<file path="src/rtl/gpioemu_mulpop.sv">
// gpioemu_mulpop: bus-mapped multiply/popcount peripheral.
// Two WIDTH-bit operands are snapshotted on a start write, multiplied with a
// bit-serial shift-add (one operand-B bit per cycle), then the product is
// popcounted in a single cycle. Results, status and an operation counter are
// readable on the host bus; the counter also appears on gpio_out.
// Optional feature: define MULPOP_HIWORD_EN to map product[2*WIDTH-1:32] at +0x28.
//
// Handshake: srd/swr are level strobes; an access is taken only on the clock
// edge where the strobe is 1 and its registered previous value is 0. A read
// registers sdata_out on that edge from pre-edge state, so a simultaneous
// write to the same address is not visible in the returned data.
module gpioemu_mulpop #(
  parameter int          WIDTH = 24,
  parameter logic [15:0] BASE  = 16'h0380
) (
  input  logic        clk,
  input  logic        n_reset,
  input  logic [15:0] saddress,
  input  logic        srd,
  input  logic        swr,
  input  logic [31:0] sdata_in,
  output logic [31:0] sdata_out,
  input  logic [31:0] gpio_in,
  input  logic        gpio_latch,
  output logic [31:0] gpio_in_s_insp,
  output logic [31:0] gpio_out,
  output logic [1:0]  state_dbg
);

  localparam int PW = 2 * WIDTH;
  localparam int LW = $clog2(PW + 1);
  localparam int IW = $clog2(WIDTH);

  localparam logic [15:0] ADDR_A1 = BASE;
  localparam logic [15:0] ADDR_A2 = BASE + 16'h0008;
  localparam logic [15:0] ADDR_W  = BASE + 16'h0010;
  localparam logic [15:0] ADDR_L  = BASE + 16'h0018;
  localparam logic [15:0] ADDR_ST = BASE + 16'h0020;
`ifdef MULPOP_HIWORD_EN
  localparam logic [15:0] ADDR_HI = BASE + 16'h0028;
`endif

  typedef enum logic [1:0] {S_IDLE, S_MULT, S_POP, S_DONE} state_t;

  state_t          state_q, state_d;
  logic            srd_prev_q, swr_prev_q;
  logic [WIDTH-1:0] a1_q, a2_q;
  logic [WIDTH-1:0] a1_w_q, b_w_q;
  logic [PW-1:0]   acc_q;
  logic [IW-1:0]   idx_q;
  logic [31:0]     w_q;
  logic [LW-1:0]   l_q;
  logic            done_q, valid_q, overrun_q;
  logic [15:0]     op_cnt_q;
  logic [31:0]     sdata_out_q;
  logic [31:0]     gpio_in_s_q;
`ifdef MULPOP_HIWORD_EN
  logic [31:0]     hi_q;
`endif

  logic            rd_ev, wr_ev, start_ev;
  logic            busy, ld_start, mult_en, pop_en, done_en, ovr_set;
  logic [PW-1:0]   addend;
  logic [63:0]     acc_ext;
  logic [31:0]     prod_lo, prod_hi;
  logic [LW-1:0]   pop_cnt;
  logic [31:0]     rd_data;
  logic            unused_ok;

  assign rd_ev    = srd & ~srd_prev_q;
  assign wr_ev    = swr & ~swr_prev_q;
  assign start_ev = wr_ev && (saddress == ADDR_ST);
  assign ovr_set  = start_ev && busy;

  assign acc_ext  = 64'(acc_q);
  assign prod_lo  = acc_ext[31:0];
  assign prod_hi  = acc_ext[63:32];
  assign addend   = b_w_q[idx_q] ? (PW'(a1_w_q) << idx_q) : '0;
  assign unused_ok = ^sdata_in;

  // State register.
  always_ff @(posedge clk) begin
    if (!n_reset) state_q <= S_IDLE;
    else          state_q <= state_d;
  end

  // Next-state logic: IDLE -> MULT (WIDTH cycles) -> POP -> DONE -> IDLE.
  always_comb begin
    state_d = state_q;
    case (state_q)
      S_IDLE:  if (start_ev) state_d = S_MULT;
      S_MULT:  if (idx_q == IW'(WIDTH - 1)) state_d = S_POP;
      S_POP:   state_d = S_DONE;
      S_DONE:  state_d = S_IDLE;
      default: state_d = S_IDLE;
    endcase
  end

  // Per-state control strobes for the datapath.
  always_comb begin
    busy     = 1'b0;
    ld_start = 1'b0;
    mult_en  = 1'b0;
    pop_en   = 1'b0;
    done_en  = 1'b0;
    case (state_q)
      S_IDLE:  ld_start = start_ev;
      S_MULT:  begin busy = 1'b1; mult_en = 1'b1; end
      S_POP:   begin busy = 1'b1; pop_en  = 1'b1; end
      S_DONE:  begin busy = 1'b1; done_en = 1'b1; end
      default: ;
    endcase
  end

  // Single-cycle popcount of the full-width accumulator.
  always_comb begin
    pop_cnt = '0;
    for (int i = 0; i < PW; i++) pop_cnt = pop_cnt + LW'(acc_q[i]);
  end

  // Read mux; unmapped addresses return zero.
  always_comb begin
    rd_data = 32'h0;
    case (saddress)
      ADDR_W:  rd_data = w_q;
      ADDR_L:  rd_data = 32'(l_q);
      ADDR_ST: rd_data = {28'h0, overrun_q, busy, done_q, valid_q};
`ifdef MULPOP_HIWORD_EN
      ADDR_HI: rd_data = hi_q;
`endif
      default: rd_data = 32'h0;
    endcase
  end

  // Bus side: strobe history, operand registers, read data, gpio capture.
  always_ff @(posedge clk) begin
    if (!n_reset) begin
      srd_prev_q  <= 1'b0;
      swr_prev_q  <= 1'b0;
      a1_q        <= '0;
      a2_q        <= '0;
      sdata_out_q <= 32'h0;
      gpio_in_s_q <= 32'h0;
    end else begin
      srd_prev_q <= srd;
      swr_prev_q <= swr;
      if (wr_ev && saddress == ADDR_A1) a1_q <= sdata_in[WIDTH-1:0];
      if (wr_ev && saddress == ADDR_A2) a2_q <= sdata_in[WIDTH-1:0];
      if (rd_ev) sdata_out_q <= rd_data;
      if (gpio_latch) gpio_in_s_q <= gpio_in;
    end
  end

  // Operation datapath: snapshot, shift-add, result capture, status, counter.
  always_ff @(posedge clk) begin
    if (!n_reset) begin
      a1_w_q    <= '0;
      b_w_q     <= '0;
      acc_q     <= '0;
      idx_q     <= '0;
      w_q       <= 32'h0;
      l_q       <= '0;
      done_q    <= 1'b1;
      valid_q   <= 1'b1;
      overrun_q <= 1'b0;
      op_cnt_q  <= 16'h0;
`ifdef MULPOP_HIWORD_EN
      hi_q      <= 32'h0;
`endif
    end else begin
      if (ld_start) begin
        a1_w_q    <= a1_q;
        b_w_q     <= a2_q;
        acc_q     <= '0;
        idx_q     <= '0;
        done_q    <= 1'b0;
        valid_q   <= 1'b0;
        overrun_q <= 1'b0;
      end
      if (ovr_set) overrun_q <= 1'b1;
      if (mult_en) begin
        acc_q <= acc_q + addend;
        idx_q <= idx_q + IW'(1);
      end
      if (pop_en) begin
        w_q     <= prod_lo;
        l_q     <= pop_cnt;
        valid_q <= (prod_hi == 32'h0);
`ifdef MULPOP_HIWORD_EN
        hi_q    <= prod_hi;
`endif
      end
      if (done_en) begin
        done_q   <= 1'b1;
        op_cnt_q <= op_cnt_q + 16'h1;
      end
    end
  end

  assign sdata_out      = sdata_out_q;
  assign gpio_in_s_insp = gpio_in_s_q;
  assign gpio_out       = {16'h0, op_cnt_q};
  assign state_dbg      = state_q;

endmodule

</file>
<file path="config.mk">
export PLATFORM = sky130hd
export DESIGN_NAME = gpioemu_mulpop
export DESIGN_NICKNAME = d
export VERILOG_FILES = /design/src/rtl/gpioemu_mulpop.sv
export SDC_FILE = /design/constraint.sdc
export NUM_CORES = 1
export LEC_CHECK = 0
export CAP_MARGIN = 20
export CORE_ASPECT_RATIO = 1.4
export CORE_MARGIN = 10
export CORE_UTILIZATION = 55
export CTS_CLUSTER_SIZE = 24
export DETAILED_ROUTE_END_ITERATION = 8
export PLACE_DENSITY = 0.89
export SKIP_LAST_GASP = 1
export SLEW_MARGIN = 20
export SYNTH_ARGS = -nofsm -noshare
export SYNTH_HDL_FRONTEND = slang
export SYNTH_SLANG_ARGS = --single-unit
export TNS_END_PERCENT = 5
</file>
<file path="constraint.sdc">
create_clock -name clk -period 5.9 [get_ports clk]
set_clock_uncertainty 0.1 [all_clocks]
set_input_delay 1.18 -clock clk [delete_from_list [all_inputs] [get_ports clk]]
set_output_delay 1.18 -clock clk [all_outputs]
set_load 0.05 [all_outputs]
</file>
# Yosys cells after proc, flatten, opt, wreduce, memory -nomap -nowiden
# Index checks and enable logic that the tools add are counted.
totals:
  ff_bits: 274
  inputBits: 85
  output_inout_bits: 98
  word_cells: 116
classes:
  addsub: 50
  n_lt_le_gt_ge: 1
  n_eq_ne: 11
  shift: 1
  mux: 19
  bitwise_logic: 5
  n_reduce_logical: 12
ops:
  columns: ["op", "n"]
  rows:
  - ["adder 6 x 1 -> 6 bit", 42]
  - ["two-way mux 48 bit", 3]
  - ["case mux 32 bit (3 select lines)", 1]
  - ["equality test 16 x 10 -> 1 bit (second input constant)", 5]
  - ["adder 48 bit", 1]
  - ["left shift 24 x 5 -> 48 bit", 1]
  - ["zero test 32 bit", 1]
  - ["adder 16 x 1 -> 16 bit (second input constant)", 1]
  - ["two-way mux 5 bit", 2]
  - ["two-way mux 1 bit", 9]
  - ["case mux 2 bit (4 select lines)", 1]
  - ["adder 5 x 1 -> 6 bit", 1]
  - ["< comparator 5 x 6 -> 1 bit (second input constant)", 1]
  - ["nonzero test 2 bit", 3]
  - ["adder 4 x 1 -> 5 bit", 1]
  - ["adder 5 x 1 -> 5 bit (second input constant)", 1]
  - ["binary-select mux 1 bit (select 5 bit)", 1]
  - ["equality test 5 bit (second input constant)", 1]
  - ["adder 3 x 1 -> 4 bit", 1]
  - ["equality test 2 bit (second input constant)", 2]
  - ["logical AND 1 bit", 4]
  - ["two-way mux 2 bit", 2]
  - ["!= test 2 bit (second input constant)", 2]
  - ["adder 2 x 1 -> 3 bit", 1]
  - ["8 further kinds", 11]

# Depth between registers and ports, before layout
# Gate-level depths: netlist of run 1.
depth:
  depth_word: 47
  mapped_depth: 23
  ltp_nobuf: 20

# Least setup slack after synthesis of run 1
# OpenSTA, ideal clock, no wires.
synth_path:
  path_type: "register to register"
  startpoint: "reg acc_q[35]"
  endpoint: "reg l_q[5]"
  setup_ns: 0.144
  arrival_time_ns: 4.979
  required_ns: 5.656
  setup_slack_ns: 0.677
  stages_incl_launch_ff: 20
  n_path_buf: 0
  period_less_slack_ns: 5.223
  path_cell_list: "dfxtp_1 > inv_1 > fa_1 > inv_1 > fa_1 > inv_1 > fa_1 > fa_1 > inv_1 > fa_1 > fa_1 > inv_1 > fa_1 > inv_1 > ha_1 > a21o_1 > a21oi_1 > nor2b_1 > o21ai_0 > a31oi_1"
synth_between:
  elab_chain_cells: 13
synth_lines:
  columns: ["item", "line_no", "text"]
  rows:
  - ["from (decl)", "49", "logic [PW-1:0] acc_q;"]
  - ["from (signal assigned)", "182", "acc_q <= acc_q + addend;"]
  - ["adder 6 x 1 -> 6 bit (13 in a row)", "118", "for (int i = 0; i < PW; i++) pop_cnt = pop_cnt + LW'(acc_q[i]);"]
  - ["to (signal assigned)", "187", "l_q <= pop_cnt;"]
  - ["to (decl)", "52", "logic [LW-1:0] l_q;"]
# No other way between the ends.
# A chain may end at the register's enable or synchronous reset.

# Worst setup path in the final report of run 1
layout_path:
  startpoint: "reg acc_q[35]"
  endpoint: "reg l_q[4]"
# Same word-level chain as after synthesis.

==> results of run 1 <==
## repair_timing
item / CTS / global route
resized for setup: 0 / 3
setup buffers: 0 / 0
endpoints found under the setup margin: 0 / 3
## through the flow
stage                util  power (uW)  instances  cell area (um^2)  hold WS, ns
floorplan               -        2220       1868             15600        0.329
global placement    0.623        2350       2288             17300        0.336
detailed placement  0.623        2360       2288             17300        0.346
CTS                 0.656        4110       2337             18200        0.355
global route        0.657        4220       2337             18200        0.370
finish              0.657        4090       2337             18200        0.349
## final cells by class
cell class	instances	area share
Clock buffer	39	0.0429
Sequential cell	274	0.301
Inverter	107	0.0223
Multi-Input combinational cell	1355	0.503
Timing Repair Buffer	182	0.0978
Clock inverter	10	0.00735
Tap cell	370	0.0254
## cell usage in the layout, fill, tap and decap left out, types with 5 or more instances in the layout
cell,instances
nor2_1,271
dfxtp_1,271
nand2_1,199
a21oi_1,158
clkdlybuf4s50_1,157
mux2i_1,152
inv_1,105
o21ai_0,73
ha_1,63
fa_1,40
a22oi_1,30
xnor2_1,29
a21o_1,27
clkbuf_16,27
nand3_1,26
xor2_1,24
buf_4,22
nand4_1,19
mux4_2,16
nor3_1,16
a211oi_1,16
conb_1,16
and3_1,14
a31oi_1,14
or3_1,14
nand2b_1,13
mux2_2,13
and2_1,11
nor2b_1,10
nor4_1,9
o22a_1,8
a221oi_1,8
o21bai_1,7
a211o_1,6
clkbuf_8,6
clkbuf_1,6
o31ai_1,5
o211ai_1,5
## flip-flops by register name, indices dropped and copies added, names as in the netlist, 2 cells and up
signal          cells
acc_q              48
gpio_in_s_insp     32
sdata_out          32
w_q                32
a1_q               24
a1_w_q             24
a2_q               24
b_w_q              24
op_cnt_q           16
l_q                 6
idx_q               5
state_dbg           2
## critical path, cell delays in order (launching register included)
cell and delay, ns:
dfxtp_1 0.38, inv_1 0.08, fa_1 0.53, inv_1 0.05, fa_1 0.50, inv_1 0.05
fa_1 0.53, fa_1 0.46, fa_1 0.54, fa_1 0.54, fa_1 0.42, inv_1 0.07
ha_1 0.17, inv_1 0.07, fa_1 0.39, inv_1 0.07, a21o_1 0.11, a21oi_1 0.07
xnor2_1 0.13, mux2i_1 0.20, nor2_1 0.06
## where the power goes
part,internal (uW),leakage (uW),switching [uW],total [uW]
Clock,1020,0.000438,747,1760
Sequential,1870,0.00221,17.3,1890
Combinational,154,0.00446,291,444
## worst min-delay path by stage
stage	startpoint	cells past startpoint	to
2_1_floorplan	b_w_q[10]$_SDFFE_PN0P_	2	b_w_q[10]$_SDFFE_PN0P_
3_3_place_gp	b_w_q[3]$_SDFFE_PN0P_	2	b_w_q[3]$_SDFFE_PN0P_
3_5_place_dp	a2_q[17]$_SDFFE_PN0P_	2	b_w_q[17]$_SDFFE_PN0P_
4_1_cts	b_w_q[7]$_SDFFE_PN0P_	2	b_w_q[7]$_SDFFE_PN0P_
5_1_grt	b_w_q[6]$_SDFFE_PN0P_	2	b_w_q[6]$_SDFFE_PN0P_
6_report	b_w_q[23]$_SDFFE_PN0P_	2	b_w_q[23]$_SDFFE_PN0P_
## cell families after synthesis
logic type | count (synthesis) | synth area share
AO/OA/AOI/OAI | 380 | 0.148
other | 1 | 0.000241
AND/OR/NAND/NOR | 621 | 0.173
flip-flops | 274 | 0.353
buffers and inverters | 239 | 0.0625
multiplexers | 181 | 0.130
XOR/XNOR | 53 | 0.0298
adder cells (fa/ha/maj) | 104 | 0.103
## per-layer routing
layer  wire, um  share of wire
met1      16300           0.38
met2      22200           0.52
met3       2320          0.054
met4       2170          0.050
met5          0              0
==> results.py, run 1 <==
metrics = {
    "floorplanning": {
        "coreArea_um2": 27700,
        "io_pins": 183,
        "die_height_um": 219,
        "start_util": 0.561,
        "dieArea_um2": 35500,
        "rows": 72,
        "die_w_um": 162,
    },
    "logic_synthesis": {
        "synth_common_cells": "dfxtp_1 (274), nor2_1 (272), nand2_1 (200), a21oi_1 (159), mux2i_1 (152)",
        "avgSynthCellArea_um2": 8.39,
        "yosys_warnings": 0,
        "yosys.area.top_type": "dfxtp_1",
        "synth_ff_type": "dfxtp_1",
        "ys_seq_elements": 274,
        "synth_area_leaders": "dfxtp_1 (35%), mux2i_1 (9.8%), nor2_1 (6.6%)",
        "synth_top_area_frac": 0.353,
        "synth_edf_count": 0,
        "synthCells": 1853,
        "seq_area_frac_synth": 0.353,
        "syn_area_um2": 15600,
        "yosysUniqueCellTypes": 66,
        "synth_most_common_cell": "dfxtp_1",
        "async_flop_share": 0,
    },
    "timing": {
        "relSlewSlack": 0.380,
        "min_period_ns": 5.66,
        "hold_viol": 0,
        "drv_slew": 0,
        "worst_slew_pin_slew_ns": 0.930,
        "setup_tns_ns": 0,
        "rsz0062_at_grt": "no",
        "setup_ws_ns": 0.245,
        "fin_crit_sh": 0.959,
        "fmax_mhz": 177,
        "setup_viol": 0,
    },
    "cells_and_area": {
        "multiInputGateArea_um2": 9160,
        "syn_to_final_growth_pct": 17.1,
        "final-seq-area_um2": 5490,
        "nets": 2136,
        "num-fill-cells": 2199,
        "drive_above_1_share": 0.0580,
        "antenna_cells": 0,
    },
    "setup_path": {
        "r2r_setup_slack_ns": 0.24,
        "r2r-end": "l_q[4]$_SDFFE_PN0P_",
        "r2r.worst_path.cells": 20,
        "end_kind": "register",
        "arrival_ns": 5.97,
        "worstPathRequired_ns": 6.21,
        "crit_type": "reg -> reg",
        "crit_end": "l_q[4]$_SDFFE_PN0P_",
        "regToRegStartpoint": "acc_q[35]$_SDFFE_PN0P_",
        "worst-path-max-fanout": 4,
        "cp-start-kind": "register",
        "setup.worst_path.start": "acc_q[35]$_SDFFE_PN0P_",
    },
    "global_route": {
        "grt_pass1_wl_mm": 69.7,
        "grt_usage": 0.234,
        "grt_pass1_vias": 13800,
        "use_met2": 0.433,
        "grt_busiest_layer": "met2",
        "use_met3": 0.0317,
        "grt_max_degree": 226,
        "grt_use_met1": 0.257,
        "overflow": 0,
        "antenna_found_initial": 0,
    },
    "cts": {
        "cts_max_path_buffers": 3,
        "hold_buffers": 0,
        "insertion_delay_ns": 0.56,
        "clk_pin_slew_ns": 0.06,
        "cts_made_buffers": 27,
        "cts_tree": "yes",
        "htreeDepth": 1,
        "cts-root-buf": "clkbuf_16",
        "clock-sinks": 274,
    },
    "drt": {
        "final_antenna_net_count": 0,
        "drt-total-wl_mm": 42.9,
        "drc": 0,
        "num_vias": 13600,
        "vias_per_cell": 5.83,
        "drt-wirelength-per-cell_um": 18.4,
        "dr.pass1.iters": 5,
        "drt_iter0_markers": 955,
    },
    "placement": {
        "gp_congestion": 0.979,
        "dpl.hpwl_mm": 31.8,
        "io_buffers": 158,
        "pre_cts_ws_ns": 0.200,
    },
    "pwr": {
        "ir_drop_mv": 0.295,
        "power_leakage_uw": 0.00711,
        "p_per_area_nw_per_um2": 225,
    },
    "worst_hold_path": {
        "hp-class": "reg -> reg",
    },
    "outcome": {
        "status": "completed",
    },
    "job": {
        "maxCapViolCount": 0,
    },
}
No activity file was read; power rests on OpenSTA's default activity.
==> run 2, diff against run 1 <==
--- a/config.mk
+++ b/config.mk
@@ -13,3 +13,4 @@
 export DETAILED_ROUTE_END_ITERATION = 8
-export PLACE_DENSITY = 0.89
+export DONT_BUFFER_PORTS = 1
+export PLACE_DENSITY = 0.8
 export SKIP_LAST_GASP = 1
--- a/constraint.sdc
+++ b/constraint.sdc
@@ -4,2 +4,2 @@
 set_output_delay 1.18 -clock clk [all_outputs]
-set_load 0.05 [all_outputs]
+set_load 0.02 [all_outputs]
==> run 2 against run 1 <==
  * Worst hold slack improved by 0.0038 ns
  * Critical endpoint unchanged
  * Total power decreased by 1.5%
  * Sequential power is essentially flat
  * Combinational power shrank 36%
  * Core utilization down 5.6 points
  * Final cell count down 6.8%
  * Register-to-register slack improved by 0.07 ns
  * Worst setup slack better by 0.068 ns
  * Non-clock buffer count shrank 160
  * Critical path depth unchanged
  * Highest routed layer unchanged
  * Global-route usage down 1.4 points
==> results.py, run 2 (synthesized netlist as in run 1, its figures left out) <==
metrics = {
    "cts": {
        "cts_max_path_buffers": 3,
        "cts_tree": "yes",
        "post_cts_buffers": 0,
        "clock-sinks": 274,
        "cts.repair.resized": 0,
        "htreeDepth": 1,
        "hold_buffers": 0,
        "insertion_delay_ns": 0.55,
        "cts-root-buf": "clkbuf_16",
        "clk_pin_slew_ns": 0.06,
        "cts_made_buffers": 27,
    },
    "cells_and_area": {
        "drive_above_1_share": 0.0625,
        "syn_to_final_growth_pct": 7.18,
        "final-seq-area_um2": 5490,
        "multiInputGateArea_um2": 9180,
        "final_cell_mix": "dfxtp_1 (273), nor2_1 (271), nand2_1 (199)",
        "largest_reg_flops": 48,
        "num-fill-cells": 2461,
        "mostFrequentLayoutCell": "dfxtp_1",
        "antenna_cells": 0,
        "regMostFlops": "acc_q",
        "nets": 1976,
    },
    "floorplanning": {
        "die_height_um": 219,
        "rows": 72,
        "die_w_um": 162,
        "io_pins": 183,
        "start_util": 0.561,
        "coreArea_um2": 27700,
        "dieArea_um2": 35500,
    },
    "drt": {
        "vias_per_cell": 5.84,
        "drt-total-wl_mm": 40.2,
        "drc": 0,
        "drt-wirelength-per-cell_um": 18.4,
        "dr.pass1.iters": 5,
        "num_vias": 12700,
        "final_antenna_net_count": 0,
        "drt_iter0_markers": 844,
    },
    "global_route": {
        "antenna_found_initial": 0,
        "grt_pass1_wl_mm": 65.4,
        "overflow": 0,
        "use_met3": 0.0423,
        "use_met2": 0.401,
        "grt_usage": 0.220,
        "grt_max_degree": 107,
        "grt_use_met1": 0.246,
        "grt_busiest_layer": "met2",
        "grt_pass1_vias": 12500,
    },
    "timing": {
        "min_period_ns": 5.59,
        "fin_crit_sh": 0.947,
        "setup_viol": 0,
        "worst_slew_pin_slew_ns": 1.02,
        "setup_tns_ns": 0,
        "rsz0062_at_grt": "no",
        "hold_viol": 0,
        "relSlewSlack": 0.320,
        "fmax_mhz": 179,
        "drv_slew": 0,
    },
    "placement": {
        "gp_congestion": 0.995,
        "dpl.hpwl_mm": 30.2,
        "io_buffers": 0,
    },
    "pwr": {
        "power_uw": 4030,
        "intPower_uw": 3040,
        "p_per_area_nw_per_um2": 242,
        "seqPwrFrac": 0.473,
        "swShare": 0.245,
        "ir_drop_mv": 0.227,
        "power_leakage_uw": 0.00654,
        "pwr-share-clk": 0.456,
        "p_switching_uw": 987,
        "combPwrFrac": 0.070,
    },
    "setup_path": {
        "slowest_stage": "fa_1",
        "path_common_cell": "fa_1",
        "cp-start-kind": "register",
        "path_cells": "inv_1 > fa_1 > inv_1 > fa_1 > inv_1 > fa_1 > fa_1 > fa_1 > fa_1 > fa_1 > inv_1 > ha_1 > inv_1 > fa_1 > inv_1 > a21o_1 > a21oi_1 > xnor2_1 > mux2i_1 > nor2_1",
        "r2r-end": "l_q[4]$_SDFFE_PN0P_",
        "cp_top_family": "adder cells",
        "slowest_delay_ns": 0.58,
        "worst-path-max-fanout": 4,
        "path_buf_inv": 6,
        "regToRegStartpoint": "acc_q[11]$_SDFFE_PN0P_",
        "r2r_setup_slack_ns": 0.31,
        "worstPathRequired_ns": 6.22,
        "r2r.worst_path.cells": 20,
        "crit_type": "reg -> reg",
        "arrival_ns": 5.91,
        "end_kind": "register",
    },
    "job": {
        "maxCapViolCount": 0,
    },
    "worst_hold_path": {
        "hp-class": "reg -> reg",
        "whs_endpoint": "b_w_q[3]$_SDFFE_PN0P_",
        "min_path_cells": 2,
        "min-delay-start": "b_w_q[3]$_SDFFE_PN0P_",
    },
    "outcome": {
        "status": "completed",
    },
}
run 2: layout make-up:
type	count	share of cell area
Clock inverter	15	0.0127
Sequential cell	274	0.329
Clock buffer	35	0.0453
Multi-Input combinational cell	1355	0.551
Tap cell	370	0.0278
Timing Repair Buffer	22	0.00991
Inverter	107	0.0244
run 2: stage by stage:
stage / std cells / util / hold slack, ns / setup WS (ns) / instance area (um^2)
floorplan: 1868 / - / 0.329 / 0.677 / 15600
global placement: 2128 / 0.566 / 0.335 / 0.387 / 15700
detailed placement: 2128 / 0.566 / 0.343 / 0.323 / 15700
CTS: 2178 / 0.601 / 0.351 / 0.317 / 16700
global route: 2178 / 0.601 / 0.372 / 0.0220 / 16700
finish: 2178 / 0.601 / 0.352 / 0.313 / 16700
run 2: metal layers:
metal / vias up / routed length (um) / part of all wire
li1: 6195 / - / -
met2: 388 / 20600 / 0.51
met4: 0 / 1650 / 0.041
met3: 105 / 2540 / 0.063
met1: 6036 / 15400 / 0.38
met5: - / 0 / 0
run 2: worst max-delay path by stage:
stage          slack [ns]              startpoint             endpoint  cells after the start
2_1_floorplan        0.68  acc_q[35]$_SDFFE_PN0P_  l_q[5]$_SDFFE_PN0P_                     19
3_3_place_gp         0.39  acc_q[11]$_SDFFE_PN0P_  l_q[5]$_SDFFE_PN0P_                     19
3_5_place_dp         0.32  acc_q[11]$_SDFFE_PN0P_  l_q[4]$_SDFFE_PN0P_                     20
4_1_cts              0.32  acc_q[35]$_SDFFE_PN0P_  l_q[4]$_SDFFE_PN0P_                     20
5_1_grt              0.02  acc_q[11]$_SDFFE_PN0P_  l_q[5]$_SDFFE_PN0P_                     19
6_report             0.31  acc_q[11]$_SDFFE_PN0P_  l_q[4]$_SDFFE_PN0P_                     20
run 2: power groups by stage:
stage	logic [uW]	registers, uW	clock network (uW)
2_1_floorplan	233	1940	0
3_3_place_gp	273	1950	0
3_5_place_dp	279	1950	0
4_1_cts	281	1910	1870
5_1_grt	310	1910	1940
6_report	283	1910	1840
run 2: tightest hold or removal path, cell delays in order, from the launching register on:
cell and delay (ns):
dfxtp_1 0.31, nand2_1 0.05, a21oi_1 0.05
==> run 3, diff against run 2 <==
CORE_UTILIZATION = 60   (was 55)
PLACE_DENSITY = 0.86   (was 0.8)
==> run 3 against run 2 <==
  * Final cell count shrank 2.4%
  * Total power shrank 5.3%
  * Routed wire length shrank 1.2%
  * Final area is 1.2% lower
  * Combinational power is 2% lower
  * Core utilization increased by 4.6 points
  * Worst hold slack worse by 0.0020 ns
  * Die area decreased by 7.5%
  * Sequential cell count unchanged
  * Fmax is essentially flat
  * Critical path type unchanged
  * Critical endpoint is now l_q[5]$_SDFFE_PN0P_
  * Largest cell class unchanged
  * Largest power group unchanged
  * Highest routed layer unchanged
==> results.py, run 3 (synthesized netlist as in run 1, its figures left out) <==
metrics = {
    "outcome": {
        "status": "completed",
    },
    "floorplanning": {
        "rows": 69,
        "io_pins": 183,
        "dieArea_um2": 32900,
        "coreArea_um2": 25500,
        "start_util": 0.611,
        "die_w_um": 156,
        "die_height_um": 210,
    },
    "setup_path": {
        "cp-start-kind": "register",
        "crit_type": "reg -> reg",
        "arrival_ns": 5.87,
        "cp_top_family": "adder cells",
        "r2r_setup_slack_ns": 0.31,
        "path_buf_inv": 6,
        "slowest_delay_ns": 0.60,
        "regToRegStartpoint": "acc_q[11]$_SDFFE_PN0P_",
        "end_kind": "register",
        "worstPathRequired_ns": 6.18,
        "worst-path-max-fanout": 4,
        "r2r-end": "l_q[5]$_SDFFE_PN0P_",
        "slowest_stage": "fa_1",
        "r2r.worst_path.cells": 19,
        "path_common_cell": "fa_1",
        "path_cells": "inv_1 > fa_1 > inv_1 > fa_1 > inv_1 > fa_1 > inv_1 > fa_1 > fa_1 > fa_1 > inv_1 > fa_1 > inv_1 > ha_1 > a21o_1 > a21oi_1 > nor2b_1 > o21ai_0 > a31oi_1",
    },
    "timing": {
        "min_period_ns": 5.59,
        "relSlewSlack": 0.317,
        "rsz0062_at_grt": "no",
        "drv_slew": 0,
        "worst_slew_pin_slew_ns": 1.03,
        "setup_tns_ns": 0,
        "setup_viol": 0,
        "fin_crit_sh": 0.947,
        "hold_viol": 0,
        "fmax_mhz": 179,
    },
    "cts": {
        "cts_tree": "yes",
        "cts.repair.resized": 0,
        "hold_buffers": 0,
        "htreeDepth": 1,
        "clk_pin_slew_ns": 0.07,
        "cts_made_buffers": 26,
        "cts-root-buf": "clkbuf_16",
        "clock-sinks": 274,
        "insertion_delay_ns": 0.55,
        "post_cts_buffers": 0,
        "cts_max_path_buffers": 3,
    },
    "placement": {
        "dpl.hpwl_mm": 29.6,
        "io_buffers": 0,
        "gp_congestion": 0.957,
    },
    "drt": {
        "drt-wirelength-per-cell_um": 18.7,
        "num_vias": 12900,
        "vias_per_cell": 6.06,
        "final_antenna_net_count": 0,
        "drt_iter0_markers": 782,
        "dr.pass1.iters": 7,
        "drc": 0,
        "drt-total-wl_mm": 39.7,
    },
    "cells_and_area": {
        "antenna_cells": 0,
        "regMostFlops": "acc_q",
        "mostFrequentLayoutCell": "dfxtp_1",
        "final_util": 0.647,
        "syn_to_final_growth_pct": 5.93,
        "final_cell_mix": "dfxtp_1 (273), nor2_1 (271), nand2_1 (199)",
        "drive_above_1_share": 0.0609,
        "nets": 1979,
        "largest_reg_flops": 48,
        "num-fill-cells": 2051,
    },
    "global_route": {
        "grt_max_degree": 143,
        "grt_pass1_vias": 12600,
        "overflow": 0,
        "grt_usage": 0.231,
        "grt_pass1_wl_mm": 63.4,
        "antenna_found_initial": 0,
    },
    "worst_hold_path": {
        "whs_endpoint": "b_w_q[12]$_SDFFE_PN0P_",
        "min_path_cells": 2,
        "min-delay-start": "b_w_q[12]$_SDFFE_PN0P_",
        "hp-class": "reg -> reg",
    },
    "job": {
        "maxCapViolCount": 0,
    },
    "pwr": {
        "p_per_area_nw_per_um2": 232,
        "power_leakage_uw": 0.00650,
        "ir_drop_mv": 0.256,
    },
}
[run 3: worst reg2reg max path: stages (launching register included)]
cell     delay (ns)
dfxtp_1        0.41
inv_1          0.09
fa_1           0.54
inv_1          0.06
fa_1           0.47
inv_1          0.05
fa_1           0.35
inv_1          0.08
fa_1           0.44
fa_1           0.52
fa_1           0.55
inv_1          0.08
fa_1           0.60
inv_1          0.06
ha_1           0.28
a21o_1         0.18
a21oi_1        0.22
nor2b_1        0.07
o21ai_0        0.15
a31oi_1        0.11
[run 3: cell type report]
| class | instances | area (um^2) | area share |
|---|---|---|---|
| multi-input cells | 1355 | 9170 | 0.557 |
| flip-flops and latches | 274 | 5490 | 0.333 |
| clock buffers | 33 | 707 | 0.0429 |
| inverters | 107 | 407 | 0.0247 |
| well taps | 319 | 399 | 0.0242 |
| repair buffers | 26 | 195 | 0.0118 |
| clock inverters | 12 | 110 | 0.00668 |
[run 3: metal layers]
metal	wire, um	vias up	GRT usage
met1	15000	6153	0.253
met5	0	-	0
met4	1900	0	0.115
met3	2630	108	0.0424
li1	-	6223	-
met2	20100	408	0.419
[run 3: worst max path at each step]
stage / from / to / slack [ns] / depth (start not counted)
4_1_cts: acc_q[11]$_SDFFE_PN0P_ / l_q[4]$_SDFFE_PN0P_ / 0.29 / 20
3_5_place_dp: acc_q[11]$_SDFFE_PN0P_ / l_q[4]$_SDFFE_PN0P_ / 0.31 / 20
5_1_grt: acc_q[11]$_SDFFE_PN0P_ / l_q[5]$_SDFFE_PN0P_ / 0.13 / 19
3_3_place_gp: acc_q[11]$_SDFFE_PN0P_ / l_q[4]$_SDFFE_PN0P_ / 0.40 / 20
2_1_floorplan: acc_q[35]$_SDFFE_PN0P_ / l_q[5]$_SDFFE_PN0P_ / 0.68 / 19
6_report: acc_q[11]$_SDFFE_PN0P_ / l_q[5]$_SDFFE_PN0P_ / 0.31 / 19
[run 3: power breakdown]
| part | switching (uW) | leakage [uW] | internal [uW] | total [uW] |
|---|---|---|---|---|
| Clock | 730 | 0.000405 | 896 | 1630 |
| Sequential | 43.7 | 0.00221 | 1870 | 1910 |
| Combinational | 192 | 0.00388 | 86.5 | 278 |
[run 3: metrics by stage]
step                hold slack, ns  instances  setup slack (ns)  cell area (um^2)  total power [uW]
CTS                          0.354       2126             0.294             16500              3830
detailed placement           0.345       2081             0.308             15700              2220
global route                 0.375       2126             0.128             16500              3940
global placement             0.335       2081             0.400             15700              2220
floorplan                    0.329       1868             0.677             15600              2170
finish                       0.350       2126             0.313             16500              3820
